$ cat src/rtl/alu_arbiter.sv
// Two-port arbiter sharing one external combinational ALU through an issue/result pipeline.
// Define ALU_ARB_FIXED_PRIO_EN for fixed priority (port 0 wins ties); default is round-robin.
module alu_arbiter #(
  parameter int WIDTH = 32
) (
  input  logic             clk,
  input  logic             rst,
  input  logic             flush,
  input  logic             req0_valid,
  output logic             req0_ready,
  input  logic [WIDTH-1:0] req0_a,
  input  logic [WIDTH-1:0] req0_b,
  input  logic [3:0]       req0_sel,
  input  logic             req1_valid,
  output logic             req1_ready,
  input  logic [WIDTH-1:0] req1_a,
  input  logic [WIDTH-1:0] req1_b,
  input  logic [3:0]       req1_sel,
  output logic             rsp0_valid,
  output logic             rsp1_valid,
  output logic [WIDTH-1:0] rsp_data,
  output logic [WIDTH-1:0] alu_a,
  output logic [WIDTH-1:0] alu_b,
  output logic [3:0]       alu_sel,
  input  logic [WIDTH-1:0] alu_o
);

  logic             grant0_s;
  logic             grant1_s;
  logic             accept_s;
  logic             s1_valid_r;
  logic             s1_owner_r;
  logic [WIDTH-1:0] s1_a_r;
  logic [WIDTH-1:0] s1_b_r;
  logic [3:0]       s1_sel_r;
  logic             s2_v0_r;
  logic             s2_v1_r;
  logic [WIDTH-1:0] s2_data_r;

`ifdef ALU_ARB_FIXED_PRIO_EN
  // Grant selection: port 0 always wins a tie.
  always_comb begin
    grant0_s = 1'b0;
    grant1_s = 1'b0;
    if (rst || flush) begin
      grant0_s = 1'b0;
      grant1_s = 1'b0;
    end else if (req0_valid) begin
      grant0_s = 1'b1;
    end else begin
      grant1_s = req1_valid;
    end
  end
`else
  logic ptr_r;

  // Grant selection: ptr_r holds the last-granted port, so the other one wins a tie.
  always_comb begin
    grant0_s = 1'b0;
    grant1_s = 1'b0;
    if (rst || flush) begin
      grant0_s = 1'b0;
      grant1_s = 1'b0;
    end else if (req0_valid && req1_valid) begin
      grant0_s = ptr_r;
      grant1_s = ~ptr_r;
    end else begin
      grant0_s = req0_valid;
      grant1_s = req1_valid;
    end
  end

  // Round-robin pointer; moves only on an actual handshake.
  always_ff @(posedge clk) begin
    if (rst) begin
      ptr_r <= 1'b1;
    end else if (grant0_s || grant1_s) begin
      ptr_r <= grant1_s;
    end
  end
`endif

  assign accept_s   = grant0_s | grant1_s;
  assign req0_ready = grant0_s;
  assign req1_ready = grant1_s;

  // Issue stage: operand registers keep their last value when idle so the ALU inputs stay quiet.
  always_ff @(posedge clk) begin
    if (rst) begin
      s1_valid_r <= 1'b0;
      s1_owner_r <= 1'b0;
      s1_a_r     <= {WIDTH{1'b0}};
      s1_b_r     <= {WIDTH{1'b0}};
      s1_sel_r   <= 4'b0000;
    end else if (flush) begin
      s1_valid_r <= 1'b0;
    end else begin
      s1_valid_r <= accept_s;
      if (accept_s) begin
        s1_owner_r <= grant1_s;
        s1_a_r     <= grant1_s ? req1_a   : req0_a;
        s1_b_r     <= grant1_s ? req1_b   : req0_b;
        s1_sel_r   <= grant1_s ? req1_sel : req0_sel;
      end
    end
  end

  assign alu_a   = s1_a_r;
  assign alu_b   = s1_b_r;
  assign alu_sel = s1_sel_r;

  // Result stage: per-port strobes are registered directly so the outputs are glitch-free.
  always_ff @(posedge clk) begin
    if (rst) begin
      s2_v0_r   <= 1'b0;
      s2_v1_r   <= 1'b0;
      s2_data_r <= {WIDTH{1'b0}};
    end else if (flush) begin
      s2_v0_r <= 1'b0;
      s2_v1_r <= 1'b0;
    end else begin
      s2_v0_r <= s1_valid_r & ~s1_owner_r;
      s2_v1_r <= s1_valid_r & s1_owner_r;
      if (s1_valid_r) begin
        s2_data_r <= alu_o;
      end
    end
  end

  assign rsp0_valid = s2_v0_r;
  assign rsp1_valid = s2_v1_r;
  assign rsp_data   = s2_data_r;

endmodule

$ cat config.mk
export PLATFORM = sky130hd
export DESIGN_NAME = alu_arbiter
export DESIGN_NICKNAME = d
export VERILOG_FILES = /design/src/rtl/alu_arbiter.sv
export SDC_FILE = /design/constraint.sdc
export NUM_CORES = 1
export LEC_CHECK = 0
export ABC_AREA = 1
export CAP_MARGIN = 15
export CELL_PAD_IN_SITES_DETAIL_PLACEMENT = 0
export CELL_PAD_IN_SITES_GLOBAL_PLACEMENT = 2
export CORE_MARGIN = 1.5
export CORE_UTILIZATION = 19
export DETAILED_ROUTE_END_ITERATION = 16
export GPL_ROUTABILITY_DRIVEN = 0
export GPL_TIMING_DRIVEN = 0
export PLACE_DENSITY = 0.86
export SKIP_LAST_GASP = 1
export SYNTH_ARGS = -nofsm -noshare
export SYNTH_HDL_FRONTEND = slang
export SYNTH_SLANG_ARGS = --single-unit
$ cat constraint.sdc
create_clock -name clk -period 1.9 [get_ports clk]
set_clock_uncertainty 0.2 [all_clocks]
set_input_delay 0.57 -clock clk [delete_from_list [all_inputs] [get_ports clk]]
set_output_delay 0.57 -clock clk [all_outputs]
set_load 0.1 [all_outputs]
==> flow_results.org, run 1 <==
** Layout
- Layout cells sized above 1 :: 16.3%
- Area added between synthesis and finish :: 66.2%
- Once layout is complete, the utilization of the core stands at 32.0%.
- Summing all non-filler instances in the final layout gives an area of 8560 sq um.
- Layout Nets :: 1284
- Count of inserted antenna diode cells :: 0
- Cell Count, Final, Fillers Out :: 1457

** GRT
- Met1 routing resource usage after global routing :: 18.4%
- Global-route track usage on met2 :: 24.0%
- Total global routing overflow :: 0
- Layer with the highest usage :: met2
- The via count of the first global-routing pass came to 5560.
- Met3 GRT Util :: 4.28%
- Across every metal layer, demand over resource in global routing totals 14.5%.
- The number of antenna violations at the first check in global routing was 3.
- Entering global routing, the biggest net connects 22 pins.
- Wire length of the first global-routing pass :: 31.5 mm

** Synthesis
- FF+latch count, synth :: 105
- The share of the Yosys chip area taken by registers is 40.8%.
- When the netlist entered floorplanning its net count stood at 990.
- Summed instance area of the synthesized netlist :: 5150 sq um
- Share of the synthesized netlist area taken by xor and xnor gates :: 0%
- Number of cells produced by synthesis :: 817
- Count of distinct cell types in the synthesized netlist :: 18
- Averaged over all synthesized cells, the footprint is 6.31 sq um.
- YS warnings :: 0
- After synthesis, the largest family of logic cells by area is simple AND/OR/NAND/NOR gates.
- Compound-cell area share of the yosys netlist :: 3.52%
- Basic-gate share of the synthesized area counting and, or, nand and nor cells :: 45.3%
- Multiplexer cells account for 0% of the synthesized area.
- Fraction of the mapped netlist area in adder cells :: 0%

** Timing
- Final setup slack of the worst path :: -215 ps
- Maximum frequency from static timing analysis :: 0.473 GHz
- Count of endpoints failing setup in the final report :: 2
- Worst-margin pin slew :: 481 ps
- Final total negative setup slack :: -394 ps
- Final period demand of the worst path :: 2110 ps
- The max-slew violation count is 0.
- The number of endpoints with negative hold slack in the final report was 0.
- Fin Hold WS :: 221 ps
- The worst path uses 111% of the clock period.
- The worst pin sits at a relative slew slack of 67.9%.
- Setup repair after global routing could not meet its margin everywhere.

** Clocking
- After clock tree synthesis, the flow added hold-fix buffers numbering 0.
- Clock-pin slew on the worst setup and hold paths :: 90 ps
- Clock latency on the worst-skew pair :: 350 ps
- In this run the clock root is driven by a sky130_fd_sc_hd__clkbuf_16.
- Counting along the longest clock path gives a buffer depth of 2.
- Number of buffers inserted during clock tree synthesis :: 9
- The tree built by TritonCTS fans out to 105 sinks.
- TritonCTS built the clock tree.
- Total number of H-tree levels :: 3

** Floorplan
- Die outline area :: 28100 sq um
- Starting utilization of the core area :: 19.2%
- Die Wd :: 168 um
- In this run the core area contains 60 standard-cell rows.
- Number of I/O pins :: 277
- Height of the die :: 168 um
- The region available for standard cell placement spans 26800 sq um.

** Placement
- Sum of net half-perimeters after detailed placement :: 15.4 mm
- Placed Cells :: 1434
- In this run the tool buffered the top-level ports with 276 buffer cells.
- After detailed placement, the total cell area comes to 8390 sq um.
- Timing analysis after detailed placement gives a worst setup slack of -1990 ps.

** Worst setup path
- Type of element launching the critical path :: input pin
- The number of buffers and inverters on the critical path is 4.
- The worst register-to-register path has a setup slack of 100 ps.
- On the critical path, the stage with the largest delay is an instance of sky130_fd_sc_hd__nor2_4.
- Walking the worst path, the cells encountered are buf_6 -> nor2_4 -> nand3_4 -> buf_8 -> clkinvlp_4 -> buf_12.
- The worst setup path is of the input pin to primary output kind.
- Of all nets on the critical path, the largest fanout is 2.
- STA classifies the critical path endpoint as a primary output.
- The largest single stage delay on the critical path is 170 ps.
- Arrival time worst endpoint :: 1340 ps
- For the worst setup path, the data required time is 1130 ps.
- Broken down by cell family, the worst path's largest delay share belongs to buffers and inverters.

** Power
- Power per unit of standard cell area :: 775 nW/um^2
- The design draws 6.63 mW.
- For this design the total switching power over the nets is 2.62 mW.
- Internal :: 4.02 mW
- For this design the static power due to leakage is 4.34 nW.
- Max IR drop VDD :: 0.573 mV
- Share of power burned in the clock network :: 29.5%
- Proportion of total power due to net switching :: 39.4%
- Share of power burned in combinational logic :: 34.1%
- Part of the total power dissipated in sequential elements :: 36.4%

** Worst hold path
- The min-delay analysis places its worst path in the category flop to flop.

** Route
- Using the TritonRoute via totals, the vias-per-cell ratio works out to 3.96.
- Count of vias placed by the detailed router :: 5763
- Routed length per instance :: 14.1 um
- The first TritonRoute pass finished after 4 iterations.
- For this block, the initial DRC count from the detailed router was 154.
- In the routed design, unresolved DRC markers number 0.
- Once detail routing completed, the nets flagged for antenna violations numbered 0.
- Total length of routed wires :: 20.5 mm

** Flow run
- Max_cap viols :: 0

** Status
- Violations in the final reports :: setup timing
- Status :: complete, but fails checks
[what timing repair did]
action,4_1_cts,5_1_grt
cloned,0,0
endpoints found under the setup margin,204,67
gates resized for setup,644,34
pin swaps,4,4
buffers inserted,7,2
[final timing paths]
path	start	end	cells past startpoint
max reg2reg	ptr_r	alu_sel[0]	10
min reg2reg	s1_owner_r	rsp0_valid	1
min	s1_owner_r	rsp0_valid	1
max	flush	req0_ready	6
[per-layer routing]
layer / share of wire [%] / up-vias
met1: 46 / 2532
met4: 1.5 / 6
li1: - / 3044
met5: 0.19 / -
met2: 46 / 160
met3: 6.5 / 21
[cells by family after synthesis]
kind of cell | Yosys count
AND/OR/NAND/NOR | 549
buffers and inverters | 128
flip-flops | 105
AO/OA/AOI/OAI | 35
[layout make-up]
cell class,instances,area [sq um]
plain buffers,51,289
clock buffers,9,225
clock inverters,7,81.3
fillers,2984,18200
inverters,75,297
multi-input cells,584,2540
flip-flops and latches,105,2100
well taps,341,427
repair buffers,285,2600
[sequential cells by signal (all words and copies together), names as in the netlist]
register	cells
s1_valid_r	1
ptr_r	1
rsp1_valid	1
alu_b	32
alu_a	32
rsp_data	32
rsp0_valid	1
s1_owner_r	1
alu_sel	4
[synth_stat cells, drive strengths merged]
library cell | instances | area, sq um
a21oi | 1 | 8.76
dfxtp | 105 | 2100
inv | 74 | 278
nand3 | 1 | 10.0
nand3b | 68 | 510
nor2 | 271 | 1020
clkbuf | 17 | 63.8
buf | 36 | 191
o21ai | 33 | 165
o211ai | 1 | 7.51
clkinv | 1 | 3.75
nand2 | 208 | 786
nor3 | 1 | 5.00
[power by group through the flow]
stage | logic [mW] | clock network (mW) | registers, mW
2_1_floorplan | 0.480 | 0 | 3.48
3_3_place_gp | 2.31 | 0 | 2.46
3_5_place_dp | 2.30 | 0 | 2.46
4_1_cts | 2.27 | 2.05 | 2.41
5_1_grt | 2.40 | 2.15 | 2.43
6_report | 2.26 | 1.96 | 2.41
[placed cells by master, fill, tap and decap left out]
| master | count |
|---|---|
| sky130_fd_sc_hd__inv_6 | 2 |
| sky130_fd_sc_hd__clkinv_4 | 1 |
| sky130_fd_sc_hd__nand2_1 | 205 |
| sky130_fd_sc_hd__a21oi_4 | 1 |
| sky130_fd_sc_hd__nor2_1 | 270 |
| sky130_fd_sc_hd__buf_12 | 3 |
| sky130_fd_sc_hd__clkbuf_2 | 5 |
| sky130_fd_sc_hd__nand3_4 | 1 |
| sky130_fd_sc_hd__buf_4 | 101 |
| sky130_fd_sc_hd__buf_2 | 24 |
| sky130_fd_sc_hd__o21ai_0 | 33 |
| sky130_fd_sc_hd__dfxtp_1 | 104 |
| sky130_fd_sc_hd__nand3b_1 | 68 |
| sky130_fd_sc_hd__inv_1 | 70 |
| sky130_fd_sc_hd__nor2_4 | 1 |
| sky130_fd_sc_hd__dfxtp_2 | 1 |
| sky130_fd_sc_hd__clkinv_8 | 2 |
| sky130_fd_sc_hd__clkbuf_1 | 14 |
| sky130_fd_sc_hd__nand2_4 | 2 |
| sky130_fd_sc_hd__clkdlybuf4s50_1 | 168 |
| sky130_fd_sc_hd__buf_6 | 2 |
| sky130_fd_sc_hd__clkbuf_4 | 16 |
| sky130_fd_sc_hd__nand2_2 | 1 |
| sky130_fd_sc_hd__buf_8 | 3 |
| sky130_fd_sc_hd__nor3_1 | 1 |
| sky130_fd_sc_hd__o211ai_1 | 1 |
| sky130_fd_sc_hd__clkbuf_16 | 9 |
| sky130_fd_sc_hd__inv_2 | 2 |
| sky130_fd_sc_hd__clkinvlp_4 | 2 |
| sky130_fd_sc_hd__inv_8 | 3 |
Note: power is estimated with default switching activity, not from simulation.
==> run 2: changes to the inputs <==
- CORE_ASPECT_RATIO: unset -> 1.25
==> run 2 against run 1 <==
Net effect:
- sequential power barely moved
- flip-flop and latch count stayed put
- sequential share of layout area hardly changed
- the run still ends with setup timing left
- largest power group unchanged
==> flow_results.org, run 2 (synthesized netlist as in run 1, its figures left out) <==
** Status
- Status :: complete, but fails checks (unchanged)
- Violations in the final reports: setup timing (unchanged).

** Floorplan
- Die Wd :: 150 um (was 168 um)
- The starting utilization of the core area is 19.3% (was 19.2%).
- The vertical extent of the die was 187 um (was 168 um).
- Area of the core region :: 26700 sq um (was 26800 sq um)
- The row count is 67 (was 60).
- Number of I/O pins :: 277 (unchanged)
- Die outline area :: 28100 sq um (about the same)

** Layout
- The most common cell after layout, fill and taps aside is sky130_fd_sc_hd__nor2_1 (unchanged).
- The fraction of final layout cells sized beyond drive strength 1 came to 16.2% (was 16.3%).
- Top library cells by usage in the layout, fill and taps aside: 269 x sky130_fd_sc_hd__nor2_1, 205 x sky130_fd_sc_hd__nand2_1, 168 x sky130_fd_sc_hd__clkdlybuf4s50_1, 104 x sky130_fd_sc_hd__dfxtp_1, 94 x sky130_fd_sc_hd__buf_4 (was 270 x sky130_fd_sc_hd__nor2_1, 205 x sky130_fd_sc_hd__nand2_1, 168 x sky130_fd_sc_hd__clkdlybuf4s50_1, 104 x sky130_fd_sc_hd__dfxtp_1, 101 x sky130_fd_sc_hd__buf_4).
- Layout Nets :: 1282 (was 1284)
- Filler instances :: 2959 (was 2984)
- The number of diodes is 0 (unchanged).
- The growth of design area from synthesis to finish came to 66.0% (was 66.2%).
- Post-route core utilization :: 32.0% (about the same)

** Worst setup path
- Highest-delay cell along the critical path :: sky130_fd_sc_hd__buf_12 (was sky130_fd_sc_hd__nor2_4)
- The critical path endpoint category is a primary output (unchanged).
- Type of element launching the critical path :: input pin (unchanged)
- The start-to-end type of the worst setup path was input pin to primary output (unchanged).
- CP Cell Sequence: buf_2 -> inv_8 -> a21oi_2 -> nand2_4 -> buf_12 -> clkinvlp_4 -> buf_12 (was buf_6 -> nor2_4 -> nand3_4 -> buf_8 -> clkinvlp_4 -> buf_12).
- Launch point of the critical path :: req1_valid (was flush)
- The required arrival time at the worst endpoint came to 1130 ps (about the same).
- Highest fanout seen on the critical path :: 2 (unchanged)
- The arrival time at the worst endpoint is 1340 ps (about the same).
- Counting stages on the worst path, the most repeated cell is sky130_fd_sc_hd__buf_12.
- The critical path buffer and inverter count was 5 (was 4).
- The family with the most delay on the worst path was buffers and inverters (unchanged).
- Launch instance of the worst register-to-register path :: ptr_r (unchanged)
- Maximum cell stage delay along the critical path :: 170 ps (about the same)

** Placement
- The HPWL reported at the end of detailed placement came to 15.8 mm (was 15.4 mm).
- Port Buf Inserts :: 276 (unchanged)

** GRT
- The global-route total usage across every layer came to 14.7% (was 14.5%).
- Total global routing overflow :: 0 (unchanged)
- The number of antenna violations at the first check in global routing is 0 (was 3).
- Maximum number of pins on one net before global-route repair :: 20 (was 22)
- The wire length of the first global-routing pass is 32.1 mm (was 31.5 mm).
- The via count of the first global-routing pass came to 5783 (was 5560).

** Timing
- The final worst hold slack came to 244 ps (was 221 ps).
- Worst slew slack as a fraction of its limit :: 67.8% (was 67.9%)
- The slew of the pin with the lowest slew margin was 483 ps (was 481 ps).
- The final worst slack was -212 ps (was -215 ps).
- Count of endpoints failing setup in the final report :: 2 (unchanged)
- The total negative slack was -413 ps (was -394 ps).
- Final period demand of the worst path :: 2110 ps (about the same)
- RSZ-0062 raised after global routing :: true (unchanged)
- Maximum frequency from static timing analysis :: 0.474 GHz (was 0.473 GHz)
- The post-route fraction of the period consumed by the critical path is 111% (about the same).
- Final Hold Viols :: 0 (unchanged)
- The max-slew violation count came to 0 (unchanged).

** Power
- Leakage power total :: 4.33 nW (was 4.34 nW)
- The total power density per cell area is 784 nW/um^2 (was 775 nW/um^2).
- Max IR drop VDD :: 0.347 mV (was 0.573 mV)

** Route
- Count of vias placed by the detailed router :: 5764 (was 5763)
- Count of routing violations after the opening detailed-route iteration :: 172 (was 154)
- Vias per Instance :: 3.95 (was 3.96)
- Post-detailed-route count of antenna-violating nets :: 0 (unchanged)
- Routed length per instance :: 14.2 um (was 14.1 um)
- The detailed-router iteration count before antenna repair came to 4 (unchanged).
- Total length of routed wires :: 20.8 mm (was 20.5 mm)
- DRC violation count after routing :: 0 (unchanged)

** Clocking
- The root buffer selected by CTS is sky130_fd_sc_hd__clkbuf_16 (unchanged).
- The TritonCTS buffer count was 9 (unchanged).
- The TritonCTS clock tree is done (unchanged).
- Clock latency on the worst-skew pair :: 350 ps (about the same)
- Clock-pin slew on the worst setup and hold paths :: 80 ps (was 90 ps)
- Number of clock sinks :: 105 (unchanged)
- Max clock buf depth :: 2 (unchanged)
- The number of hold buffers added after cts is 0 (unchanged).
- Total number of H-tree levels :: 3 (unchanged)

** Flow run
- Max_cap viols :: 0 (unchanged)

** Worst hold path
- The type of the most critical hold path is flop to flop (unchanged).
- The launch instance of the worst min-delay path is s1_owner_r (unchanged).
[run 2: worst paths after layout]
| path | slack [ps] | depth (start not counted) | endpoint |
|---|---|---|---|
| setup reg to reg | 70 | 10 | alu_a[4] |
| setup / recovery | -210 | 7 | req1_ready |
| hold / removal | 240 | 1 | rsp0_valid |
| hold reg to reg | 240 | 1 | rsp0_valid |
[run 2: timing repair]
item / 4_1_cts / 5_1_grt
pin swaps: 4 / 2
gates cloned: 0 / 0
resized for setup: 642 / 33
buffers inserted: 6 / 1
setup endpoints to repair: 204 / 46
[run 2: where the power goes]
part	total, mW	internal [mW]	switching [mW]	leakage, nW
clock	2.03	1.05	0.981	0.146
sequential	2.42	2.35	0.0700	0.860
combinational	2.25	0.722	1.53	3.32
total	6.70	4.12	2.58	4.33
[run 2: per-layer routing]
layer  track usage [%]  up-vias  routed length, um
met4              2.71        0                152
met3              4.02       11               1520
met5                 0        -                  0
met1              18.0     2533               8930
met2              25.8      185              10200
li1                  -     3035                  -
[run 2: worst register-to-register path, delay by kind of cell (launching register included)]
| family | cells | cell delay [ps] |
|---|---|---|
| buffers and inverters | 4 | 640 |
| AND/OR/NAND/NOR | 6 | 560 |
| flip-flops | 1 | 340 |
[run 2: metrics by stage]
step	power [mW]	worst slack, ps	cell area (sq um)	cells
3_5_place_dp	4.77	-1970	8390	1438
3_3_place_gp	4.76	-1970	8390	1438
5_1_grt	7.03	-242	8550	1459
6_report	6.70	-212	8550	1459
4_1_cts	6.79	-213	8480	1458
2_1_floorplan	3.96	-289	5200	817
[run 2: area by class of cell]
class / count / area [sq um] / share of cell area [%]
clock buffer: 9 / 225 / 2.63
buffer: 51 / 292 / 3.41
inverter: 75 / 297 / 3.47
timing repair buffer: 283 / 2580 / 30.1
multi-input combinational: 584 / 2540 / 29.7
clock inverter: 7 / 85.1 / 0.995
sequential: 105 / 2100 / 24.6
tap: 345 / 432 / 5.05
